**src/rtl/serial_twos_complementer.sv**
```systemverilog
// Bit-serial two's-complement engine: NEG, ABS, SM2TC and TC2SM on a WIDTH-bit operand,
// processed CHUNK bits per clock (LSB chunk first) behind valid/ready handshakes.
module serial_twos_complementer #(
  parameter int WIDTH = 8,
  parameter int CHUNK = 2
) (
  input  logic             clk,
  input  logic             rst,
  input  logic             in_valid,
  output logic             in_ready,
  input  logic [WIDTH-1:0] x,
  input  logic [1:0]       mode,
  output logic             out_valid,
  input  logic             out_ready,
  output logic [WIDTH-1:0] z,
  output logic             ovf
);

  localparam int NCHUNK = WIDTH / CHUNK;
  localparam int CNT_W = (NCHUNK > 1) ? $clog2(NCHUNK) : 1;
  localparam logic [CNT_W-1:0] LAST = CNT_W'(NCHUNK - 1);
  localparam logic [WIDTH-1:0] MIN = {1'b1, {(WIDTH-1){1'b0}}};

  localparam logic [1:0] MODE_NEG   = 2'b00;
  localparam logic [1:0] MODE_ABS   = 2'b01;
  localparam logic [1:0] MODE_SM2TC = 2'b10;
  localparam logic [1:0] MODE_TC2SM = 2'b11;

  if ((WIDTH < 2) || (CHUNK < 1) || ((WIDTH % CHUNK) != 0)) begin : g_param_check
    $error("serial_twos_complementer: WIDTH must be >= 2 and a multiple of CHUNK");
  end

  typedef enum logic [1:0] {IDLE, BUSY, DONE} state_t;

  state_t             state, state_next;
  logic [WIDTH-1:0]   operand_q;
  logic               negate_q;
  logic               tc2sm_q;
  logic               sign_q;
  logic               carry_q;
  logic [CNT_W-1:0]   count_q;

  logic [WIDTH-1:0]   operand_in;
  logic               negate_in;
  logic               ovf_in;
  int                 idx;
  logic [CHUNK-1:0]   op_chunk;
  logic [CHUNK:0]     sum_ext;
  logic [CHUNK-1:0]   res_chunk;
  logic [WIDTH-1:0]   z_next;

  // Accept-time decode: what gets negated and whether the result can overflow.
  always_comb begin
    operand_in = x;
    negate_in  = x[WIDTH-1];
    ovf_in     = (x == MIN);
    case (mode)
      MODE_NEG:   negate_in = 1'b1;
      MODE_ABS:   negate_in = x[WIDTH-1];
      MODE_SM2TC: begin
        operand_in = x & ~MIN;
        ovf_in     = 1'b0;
      end
      MODE_TC2SM: negate_in = x[WIDTH-1];
      default:    negate_in = x[WIDTH-1];
    endcase
  end

  // One CHUNK-wide increment of the inverted chunk; TC2SM re-imposes the sign on the last chunk.
  always_comb begin
    idx       = int'(count_q) * CHUNK;
    op_chunk  = operand_q[idx +: CHUNK];
    sum_ext   = {1'b0, ~op_chunk} + {{CHUNK{1'b0}}, carry_q};
    res_chunk = negate_q ? sum_ext[CHUNK-1:0] : op_chunk;
    z_next    = z;
    z_next[idx +: CHUNK] = res_chunk;
    if (tc2sm_q && (count_q == LAST)) begin
      z_next[WIDTH-1] = sign_q;
    end
  end

  always_comb begin
    state_next = state;
    in_ready   = 1'b0;
    out_valid  = 1'b0;
    case (state)
      IDLE: begin
        in_ready = 1'b1;
        if (in_valid) state_next = BUSY;
      end
      BUSY: begin
        if (count_q == LAST) state_next = DONE;
      end
      DONE: begin
        out_valid = 1'b1;
        if (out_ready) state_next = IDLE;
      end
      default: state_next = IDLE;
    endcase
  end

  always_ff @(posedge clk or posedge rst) begin
    if (rst) begin
      state <= IDLE;
    end else begin
      state <= state_next;
    end
  end

  always_ff @(posedge clk or posedge rst) begin
    if (rst) begin
      operand_q <= '0;
      negate_q  <= 1'b0;
      tc2sm_q   <= 1'b0;
      sign_q    <= 1'b0;
      carry_q   <= 1'b0;
      count_q   <= '0;
      z         <= '0;
      ovf       <= 1'b0;
    end else begin
      case (state)
        IDLE: begin
          if (in_valid) begin
            operand_q <= operand_in;
            negate_q  <= negate_in;
            tc2sm_q   <= (mode == MODE_TC2SM);
            sign_q    <= x[WIDTH-1];
            ovf       <= ovf_in;
            carry_q   <= 1'b1;
            count_q   <= '0;
          end
        end
        BUSY: begin
          z       <= z_next;
          carry_q <= negate_q ? sum_ext[CHUNK] : carry_q;
          count_q <= count_q + 1'b1;
        end
        default: begin
        end
      endcase
    end
  end

endmodule
```
**config.mk**
```make
export PLATFORM = sky130hd
export DESIGN_NAME = serial_twos_complementer
export DESIGN_NICKNAME = d
export VERILOG_FILES = /design/src/rtl/serial_twos_complementer.sv
export SDC_FILE = /design/constraint.sdc
export NUM_CORES = 1
export LEC_CHECK = 0
export ABC_AREA = 1
export CAP_MARGIN = 20
export CORE_MARGIN = 5
export CORE_UTILIZATION = 51
export CTS_CLUSTER_DIAMETER = 150
export CTS_CLUSTER_SIZE = 30
export DETAILED_ROUTE_END_ITERATION = 8
export PLACE_DENSITY = 0.82
export SLEW_MARGIN = 20
export SYNTH_ARGS = -nofsm -noshare
export SYNTH_HDL_FRONTEND = slang
export SYNTH_SLANG_ARGS = --single-unit
```
**constraint.sdc**
```tcl
create_clock -name clk -period 2.4 [get_ports clk]
set_clock_uncertainty 0.15 [all_clocks]
set_input_delay 0.48 -clock clk [delete_from_list [all_inputs] [get_ports clk]]
set_output_delay 0.48 -clock clk [all_outputs]
set_load 0.02 [all_outputs]
```
==> results by group <==
Floorplanning
  • I/O Pins: 25
  • Initial Utilization: approximately 54%
  • Row cnt: 18
  • Area of the core: between 2000 and 2500 um^2
  • Die ar.: 3770 um^2
  • Die Wd: 61.4 um
  • Die height: 61.4 um

Clock network
  • Clock Sinks: 25
  • Hold Buf Count CTS: 0
  • Post-cts sizing count: 0
  • Clk buf depth: 2
  • Clk_lat worst skew: 0.32 ns
  • H-tree Lvls: 1
  • TritonCTS buffer count: 3
  • Post-CTS Setup Inserts: 0
  • Cell chosen for the clock root: clkbuf_4
  • Reg clk slew, reported paths: roughly 0.13 ns
  • CTS tree: yes

Synthesis
  • Syn Inst Count: 163
  • Post-synth top area cell: dfrtp_1
  • Register area share after synthesis: 46.5%
  • Mapped cell area: 1350 um^2
  • Mapped Avg Cell Area: 8.26 um^2
  • Ranking of synthesized cells by area: dfrtp_1 46%, nand2_1 13%, ha_1 7.4%
  • FF+latch count, synth: 25
  • Netlist cell types: 24
  • Syn nets: 185
  • Synth warnings: 0
  • Synth top area share: roughly 46%

Global route
  • Initial antenna violation count: 0
  • Global-route wire length before repair: 4660 um
  • Vias in the first global route: 1,118
  • Total track usage: about 17%
  • Largest net degree at the start of global routing: 26
  • GRT Residual Overflow: 0

Place
  • GPL Wtd Cong: 0.832
  • Post-DP HPWL: ~2200 um
  • Cell Area, Placed: 1610 um^2
  • Port Buffer Count: 24
  • Placed cells: 215
  • Pre-CTS setup slack: between 0.3 and 0.4 ns

Setup path
  • R2R setup slack: 0.32 ns
  • Critical Path, Cell by Cell: inv_1, nand2_1, inv_1, clkdlybuf4s50_1
  • Worst path max stage delay: 0.59 ns
  • Worst path arrival time: 1.59 ns
  • Most used cell, CP: inv_1
  • R2r endpoint: z[7]
  • R2R cell count: 11
  • Worst path top cell family by delay: buffers and inverters
  • Reg2reg start: count_q[0]
  • Critical path class: reg2out
  • CP Buf/Inv Count: 3
  • Startpoint Class: flip-flop
  • Critical Path Fanout Max: 3
  • Critical path's slowest cell: clkdlybuf4s50_1
  • CP required: 1.77 ns
  • Worst Setup End Kind: output pin

Route
  • WL final: approximately 2700 um
  • Wire length per cell: 12.6 um
  • Routed vias: roughly 1,100
  • Vias per inst: 5.09
  • First-pass iteration count of the detailed router: 4
  • # DRC: 0
  • Iteration-0 DRC Markers: 42
  • Number of routed nets with antenna violations: 0

Timing
  • Worst slew pin tran: 0.510 ns
  • # setup viols final: 0
  • Setup WS post-layout: 0.176 ns
  • Fin. Hold Viols: 0
  • RSZ-0062 raised after global routing: no
  • Max Clock Freq: approximately 450 MHz
  • Worst slew margin: between 60 and 70%
  • Hold slack: 0.339 ns
  • Min Tclk post-route: 2.22 ns
  • Final period util: ~93%
  • Total negative slack: 0 ns
  • Max Slew Vio Count: 0

Pwr
  • PwrDens: 1240 nW/um^2
  • Static Leakage: approximately 0.82 nW
  • Pwr Total: 2.02 mW
  • Max IR drop VDD: 0.000704 V

Cells and area
  • Final core occ: 65.4%
  • Net count, final: roughly 210
  • Ant diodes: 0
  • Commonest non-fill, non-tap cell in the layout: nand2_1
  • Area Overhead vs Synth: 21.4%
  • Most frequent cells in the layout: 46 x nand2_1, 25 x dfrtp_1, 24 x clkdlybuf4s50_1, 19 x inv_1, 15 x o21ai_0
  • Share of cells above drive strength 1: a little under an eighth
  • Non-Filler Instances: 219
  • Final instance area: 1630 um^2

Status
  • Status: completed

Run
  • Max Cap Viol: 0

Min path
  • Hold Path Class: in2async
[worst max-delay path by stage]
stage,from,to,slack (ns),depth (start not counted)
6_report,state[0],in_ready,0.18,4
5_1_grt,state[0],in_ready,0.12,4
4_1_cts,state[1],in_ready,0.16,4
3_5_place_dp,count_q[0],z[7],0.34,11
3_3_place_gp,count_q[0],z[7],0.45,11
2_1_floorplan,count_q[0],z[7],0.62,13
[worst register-to-register path, cell delays in order, from the launching register on]
cell and delay (ns):
dfrtp_1 0.69, nand2_1 0.14, nand3_2 0.11, nand2_2 0.06
ha_1 0.18, ha_1 0.26, nand2_1 0.05, nand2_2 0.08
nand4_1 0.10, nand2_1 0.10, nand2_1 0.05, nand2_1 0.06
[where the power goes]
| part | leakage, nW | internal (mW) | switching, mW |
|---|---|---|---|
| Combinational | 0.489 | 0.419 | 0.670 |
| Sequential | 0.321 | 0.594 | 0.148 |
| Clock | 0.0150 | 0.0650 | 0.125 |
[sequential cells by signal, summed over array words and instances, names as in the netlist]
register   count
count_q        2
ovf            1
tc2sm_q        1
z              8
negate_q       1
operand_q      8
sign_q         1
carry_q        1
state          2
[cells in the mapped netlist (all sizes together)]
cell and number:
inv 22, buf 4, o31ai 1, a21oi 1
dfrtp 25, o21ai 19, nand2 51, nand4 2
nor3 3, o22ai 1, nor2 15, ha 8
nor4 1, nand3 10
[final cells by class]
| cell class | instances | area [um^2] |
|---|---|---|
| multi-input cells | 112 | 602 |
| inverters | 22 | 87.6 |
| well taps | 30 | 37.5 |
| clock buffers | 4 | 26.3 |
| flip-flops and latches | 25 | 626 |
| repair buffers | 26 | 255 |
| fillers | 208 | 866 |
[kinds of logic after synthesis]
logic type	share of synthesized area (%)
AO/OA/AOI/OAI	8.74
buffers and inverters	8.83
adder cells (fa/ha/maj)	7.44
AND/OR/NAND/NOR	28.5
flip-flops	46.5
[routing by layer]
| layer | track usage [%] | part of all wire, % | vias up |
|---|---|---|---|
| met5 | 0 | 0 | - |
| met2 | 32.3 | 53 | 32 |
| met3 | 2.73 | 4.8 | 2 |
| li1 | - | - | 566 |
| met1 | 18.5 | 42 | 514 |
| met4 | 4.85 | 0.84 | 0 |
Power figures use the tool's default switching activity.
